$ cat src/rtl/cl_fcs_pkg.sv
// cl_fcs_pkg: shared state encoding, CRC-32 constants and the byte-wide reflected CRC step.
package cl_fcs_pkg;
  typedef enum logic [1:0] {S_PAYLOAD, S_PAD, S_FCS} state_t;
  localparam logic [31:0] CRC32_INIT    = 32'hFFFF_FFFF;
  localparam logic [31:0] CRC32_POLY    = 32'hEDB8_8320;
  localparam logic [31:0] CRC32_XOROUT  = 32'hFFFF_FFFF;
  localparam logic [31:0] CRC32_RESIDUE = 32'hDEBB_20E3;
  function automatic logic [31:0] crc32_byte_update(input logic [31:0] crc, input logic [7:0] data,
                                                    input logic [31:0] poly);
    logic [31:0] c;
    c = crc ^ {24'h0, data};
    for (int i = 0; i < 8; i++) c = (c >> 1) ^ (c[0] ? poly : 32'h0);
    return c;
  endfunction
endpackage

$ cat src/rtl/cl_fcs_inserter_crc.sv
// cl_crc32_byte: combinational one-byte reflected CRC-32 update.
module cl_crc32_byte import cl_fcs_pkg::*; #(
  parameter logic [31:0] POLY = CRC32_POLY
) (
  input  logic [31:0] crc_in,
  input  logic [7:0]  data,
  output logic [31:0] crc_out
);
  assign crc_out = crc32_byte_update(crc_in, data, POLY);
endmodule

$ cat src/rtl/cl_fcs_inserter.sv
// cl_fcs_inserter: byte-stream FCS inserter with optional zero padding to a minimum frame length.
module cl_fcs_inserter import cl_fcs_pkg::*; #(
  parameter int unsigned PAD_MIN    = 60,
  parameter logic [31:0] CRC_INIT   = CRC32_INIT,
  parameter logic [31:0] CRC_POLY   = CRC32_POLY,
  parameter logic [31:0] CRC_XOROUT = CRC32_XOROUT
) (
  input  logic       clk,
  input  logic       rst_n,
  input  logic       in_valid,
  output logic       in_ready,
  input  logic [7:0] in_data,
  input  logic       in_last,
  output logic       out_valid,
  input  logic       out_ready,
  output logic [7:0] out_data,
  output logic       out_last
);
  state_t      state_q, state_d;
  logic [31:0] crc_q, crc_d, crc_nx, fcs;
  logic [15:0] cnt_q, cnt_d, cnt_inc;
  logic [1:0]  idx_q, idx_d;
  logic        out_valid_q, out_valid_d, out_last_q, out_last_d;
  logic [7:0]  out_data_q, out_data_d, crc_byte;
  logic        free, accept, cnt_lt;
  assign free      = !out_valid_q || out_ready;
  assign in_ready  = (state_q == S_PAYLOAD) && free;
  assign accept    = in_valid && in_ready;
  assign cnt_inc   = &cnt_q ? cnt_q : cnt_q + 16'd1;
  assign cnt_lt    = {16'd0, cnt_inc} < PAD_MIN;
  assign fcs       = crc_q ^ CRC_XOROUT;
  assign crc_byte  = (state_q == S_PAD) ? 8'h00 : in_data;
  assign out_valid = out_valid_q;
  assign out_data  = out_data_q;
  assign out_last  = out_last_q;
  // One CRC engine serves both payload and pad bytes.
  cl_crc32_byte #(.POLY(CRC_POLY)) u_crc (
    .crc_in (crc_q),
    .data   (crc_byte),
    .crc_out(crc_nx)
  );
  always_ff @(posedge clk or negedge rst_n) begin
    if (!rst_n) state_q <= S_PAYLOAD;
    else state_q <= state_d;
  end
  always_comb begin
    state_d = state_q;
    case (state_q)
      S_PAYLOAD: if (accept && in_last) state_d = cnt_lt ? S_PAD : S_FCS;
      S_PAD:     if (free && !cnt_lt) state_d = S_FCS;
      S_FCS:     if (free && &idx_q) state_d = S_PAYLOAD;
      default:   state_d = S_PAYLOAD;
    endcase
  end
  // Output registers only move when free, so a stalled byte is never changed.
  always_comb begin
    out_valid_d = free ? 1'b0 : out_valid_q;
    out_data_d  = out_data_q;
    out_last_d  = out_last_q;
    crc_d       = crc_q;
    cnt_d       = cnt_q;
    idx_d       = idx_q;
    if (free) begin
      case (state_q)
        S_PAYLOAD: if (in_valid) begin
          out_valid_d = 1'b1;
          out_data_d  = in_data;
          out_last_d  = 1'b0;
          crc_d       = crc_nx;
          cnt_d       = cnt_inc;
        end
        S_PAD: begin
          out_valid_d = 1'b1;
          out_data_d  = 8'h00;
          out_last_d  = 1'b0;
          crc_d       = crc_nx;
          cnt_d       = cnt_inc;
        end
        S_FCS: begin
          out_valid_d = 1'b1;
          out_data_d  = fcs[{idx_q, 3'b000} +: 8];
          out_last_d  = &idx_q;
          idx_d       = idx_q + 2'd1;
          crc_d       = &idx_q ? CRC_INIT : crc_q;
          cnt_d       = &idx_q ? 16'd0 : cnt_q;
        end
        default: ;
      endcase
    end
  end
  always_ff @(posedge clk or negedge rst_n) begin
    if (!rst_n) begin
      out_valid_q <= 1'b0;
      out_data_q  <= 8'h00;
      out_last_q  <= 1'b0;
      crc_q       <= CRC_INIT;
      cnt_q       <= 16'd0;
      idx_q       <= 2'd0;
    end else begin
      out_valid_q <= out_valid_d;
      out_data_q  <= out_data_d;
      out_last_q  <= out_last_d;
      crc_q       <= crc_d;
      cnt_q       <= cnt_d;
      idx_q       <= idx_d;
    end
  end
endmodule

$ cat config.mk
export PLATFORM = sky130hd
export DESIGN_NAME = cl_fcs_inserter
export DESIGN_NICKNAME = d
export VERILOG_FILES = /design/src/rtl/cl_fcs_pkg.sv /design/src/rtl/cl_fcs_inserter_crc.sv /design/src/rtl/cl_fcs_inserter.sv
export SDC_FILE = /design/constraint.sdc
export NUM_CORES = 1
export LEC_CHECK = 0
export ABC_AREA = 1
export ABC_CLOCK_PERIOD_IN_PS = 3200
export BUFFER_PORTS_ARGS = -buffer_cell sky130_fd_sc_hd__buf_4
export CAP_MARGIN = 20
export CORE_ASPECT_RATIO = 1.2
export CORE_MARGIN = 1
export CORE_UTILIZATION = 50
export DETAILED_ROUTE_END_ITERATION = 10
export GPL_TIMING_DRIVEN = 1
export PLACE_DENSITY = 0.76
export SLEW_MARGIN = 20
export SYNTH_ARGS = -nofsm -noshare
export SYNTH_HDL_FRONTEND = slang
export SYNTH_HIERARCHICAL = 1
export SYNTH_SLANG_ARGS = --single-unit
$ cat constraint.sdc
create_clock -name clk -period 3.2 [get_ports clk]
set_clock_uncertainty 0.05 [all_clocks]
set_input_delay 0.16 -clock clk [delete_from_list [all_inputs] [get_ports clk]]
set_output_delay 0.16 -clock clk [all_outputs]
set_load 0.005 [all_outputs]
==> metrics <==
Clock Root Buffer=sky130_fd_sc_hd__clkbuf_8; antenna violation net count after detailed routing=0; final global-route overflow total=0; Int Pwr=~3000 uW; worst relative slew slack=around 47%; Worst Setup Path Type=register to register; Static Leak=between 0.002 and 0.003 uW; Yosys Warn Count=6; most frequently used flop master after synthesis=sky130_fd_sc_hd__dfstp_2; Synth Instances=~650; synthesized cell area=approximately 4700 um2; signed area change from the synthesized netlist to the final layout=10.1%; Avg WL per Cell=around 15 um; type of the most critical hold path=primary input to register; maximum achievable frequency=0.410 GHz; antenna violations before repair=0; H-tree depth reported by CTS=3; post-route standard cell area excluding fillers=~5100 um2; combinational cell fraction of total power=between 60% and 70%; number of synthesized flops with an enable pin=0; detailed-route wire length=approximately 12 mm; final-report max-slew violation count=0; Clk pwr share=approximately 12%; number of nets produced by synthesis=671; final period utilization=about three quarters; Final nets=around 690; row count=38; number of endpoints failing setup at the final stage=0; wire length of the first global-routing pass=between 20 and 25 mm; core region area=approximately 9000 um2; worst hold slack=52.3 ps; total iterations of the first detailed-routing run=5; hold violation total from the final report=0; detailed-route via count=roughly 4,300; RSZ-0062 raised after global routing=no; VDD IR-drop max=0.000642 V; Net Sw Frac=between 50% and 60%; placed instance area=4920 um2; syn_area_per_cell=between 7 and 8 um2; highest fanout seen on the critical path=10; data required time of the worst path=~3400 ps; via density per instance=5.38; vias in the first global route=around 4,400; DRC marker count from the first detailed-route iteration=~280; total clock buffers created by CTS=9; Maximum Capacitance Violations=0; fraction of layout cells with a size suffix above 1=around a fifth; pin slew with the least headroom to its limit=roughly 800 ps; crit path capture type=register; kind of start point of the critical path=register; maximum number of pins on one net before global-route repair=63; Post-Route Setup TNS=0 ps; Cell variety after synth=42; Data arrival, critical path=approximately 2700 ps; number of gates given a new drive strength after cts=0; Seq/Total Area, Yosys=between 30% and 40%; total power density per cell area=1190 nW/um2; die footprint=9710 um2; status=complete, no violations; count of input and output buffers=23; Remaining DRCs=0; RD Place Congestion=around 0.9; final HPWL from detailed placement=8.71 mm; asr flop ratio synth=between 90% and 100%; Clk pin slew, worst setup/hold paths=around 90 ps; die outline height=between 100 and 150 um; post-route minimum period=approximately 2400 ps; number of register bits inferred by synthesis=slightly above 60; clock buffer depth=2; final standard cell utilization of the core=56.8%; all-layer global routing usage=between 20% and 30%; insertion delay to the later sink of the worst-skew pair=roughly 360 ps; starting density of the core=51.6%; die width=90.1 um; Post-CTS Setup Inserts=0; Psw=3090 uW; part of the total power dissipated in sequential elements=roughly 28%; antenna cell count=0; number of clock sinks=62; leading cell type in the layout, fill and taps excluded=sky130_fd_sc_hd__nand2_1; top library cells by usage in the layout, fill and taps aside=sky130_fd_sc_hd__nand2_1 (179), sky130_fd_sc_hd__inv_1 (73), sky130_fd_sc_hd__nor2_1 (55); clock tree from TritonCTS=yes; count of pins on the block boundary=24
## state kept, by name, summed over array words and instances (netlist names), named ones only
| signal | cells |
|---|---|
| cnt_q | 16 |
| crc_q | 32 |
| state_q | 2 |
| out_data | 8 |
| out_last | 1 |
| idx_q | 2 |
## synthesized netlist by cell type (2+ instances only)
| library cell | instances | area share, % |
|---|---|---|
| sky130_fd_sc_hd__nor2_1 | 55 | 4.4 |
| sky130_fd_sc_hd__nand2_8 | 2 | 0.86 |
| sky130_fd_sc_hd__o22a_1 | 13 | 2.4 |
| sky130_fd_sc_hd__xor2_2 | 2 | 0.70 |
| sky130_fd_sc_hd__buf_2 | 5 | 0.54 |
| sky130_fd_sc_hd__ha_1 | 6 | 1.6 |
| sky130_fd_sc_hd__clkbuf_1 | 8 | 0.64 |
| sky130_fd_sc_hd__buf_4 | 2 | 0.32 |
| sky130_fd_sc_hd__nand3_2 | 4 | 0.86 |
| sky130_fd_sc_hd__inv_1 | 73 | 5.9 |
| sky130_fd_sc_hd__nand2_2 | 19 | 2.6 |
| sky130_fd_sc_hd__o22ai_1 | 8 | 1.1 |
| sky130_fd_sc_hd__xor2_1 | 38 | 7.1 |
| sky130_fd_sc_hd__nand4_1 | 7 | 0.94 |
| sky130_fd_sc_hd__dfstp_2 | 32 | 18 |
| sky130_fd_sc_hd__dfrtp_1 | 30 | 16 |
| sky130_fd_sc_hd__a22oi_1 | 3 | 0.48 |
| sky130_fd_sc_hd__nor2_2 | 10 | 1.3 |
| sky130_fd_sc_hd__o21ai_1 | 2 | 0.21 |
| sky130_fd_sc_hd__nand3_1 | 32 | 3.4 |
| sky130_fd_sc_hd__a21oi_1 | 45 | 4.8 |
| sky130_fd_sc_hd__or2_1 | 2 | 0.27 |
| sky130_fd_sc_hd__xnor2_1 | 6 | 1.1 |
| sky130_fd_sc_hd__o21ai_0 | 31 | 3.3 |
| sky130_fd_sc_hd__a2bb2oi_1 | 4 | 0.75 |
| sky130_fd_sc_hd__nand2_1 | 179 | 14 |
| sky130_fd_sc_hd__nand2_4 | 7 | 1.7 |
| sky130_fd_sc_hd__inv_2 | 13 | 1.0 |
## kinds of logic (layout without fill, tap and decap cells)
group           Yosys count  after routing  share of synthesized area, %
fa+ha+maj                 6              6                          1.61
simple gates            321            321                          31.9
buf+inv                 104            130                          8.75
flops                    62             62                          34.1
xor+xnor                 47             47                          9.32
compound gates          112            112                          14.2
## path summary, 6_finish.rpt
check	end	slack [ps]	depth (start not counted)	startpoint
max reg2reg	crc_q[23]	760	14	state_q[1]
min	out_data[4]	50	3	in_data[4]
min in group asynchronous	cnt_q[6]	370	2	rst_n
min reg2reg	out_last	440	2	out_last
max	crc_q[23]	760	14	state_q[1]
max in group asynchronous	out_data[6]	2190	2	rst_n
## final cells by class
type	count	area, um2
Inverter	89	338
Clock inverter	7	73.8
Timing Repair Buffer	25	190
Fill cell	869	3900
Clock buffer	9	124
Tap cell	120	150
Multi-Input combinational cell	486	2670
Sequential cell	62	1590
## metal layers
layer | GRT usage, % | vias to the layer above | wire length [um]
met5 | 0 | - | 0
met2 | 47.6 | 116 | 6160
met3 | 4.31 | 28 | 491
met4 | 14.5 | 0 | 393
li1 | - | 2120 | -
met1 | 31.2 | 2028 | 5010
## timing repair
action	4_1_cts	5_1_grt
endpoints found under the hold margin	30	0
setup endpoints to repair	0	0
hold buffers	1	0
## through the flow
stage | total power [uW] | setup slack (ps) | std cells
4_1_cts | 6080 | 788 | 798
6_report | 6120 | 758 | 798
5_1_grt | 6670 | 503 | 798
2_1_floorplan | 4470 | 1190 | 652
3_5_place_dp | 5340 | 823 | 781
3_3_place_gp | 5220 | 944 | 781
## power by group through the flow
stage	logic, uW	clock network [uW]	registers, uW
floorplan	2930	0	1540
global placement	3540	0	1670
detailed placement	3650	0	1690
finish	3720	706	1690
CTS	3670	727	1680
global route	4180	754	1740
## critical path, stage by stage (launching register included)
cell and delay (ps):
sky130_fd_sc_hd__dfrtp_1 420, sky130_fd_sc_hd__inv_1 100, sky130_fd_sc_hd__ha_1 400, sky130_fd_sc_hd__nor2_1 160, sky130_fd_sc_hd__inv_2 80, sky130_fd_sc_hd__nand2_1 60
sky130_fd_sc_hd__nand2_2 170, sky130_fd_sc_hd__nand2_1 90, sky130_fd_sc_hd__nand2_2 160, sky130_fd_sc_hd__nand2_1 100, sky130_fd_sc_hd__nand3_1 140, sky130_fd_sc_hd__nand2_1 90
sky130_fd_sc_hd__nand2_1 60, sky130_fd_sc_hd__nand2_1 70, sky130_fd_sc_hd__o22a_1 210
Power figures use the tool's default switching activity.
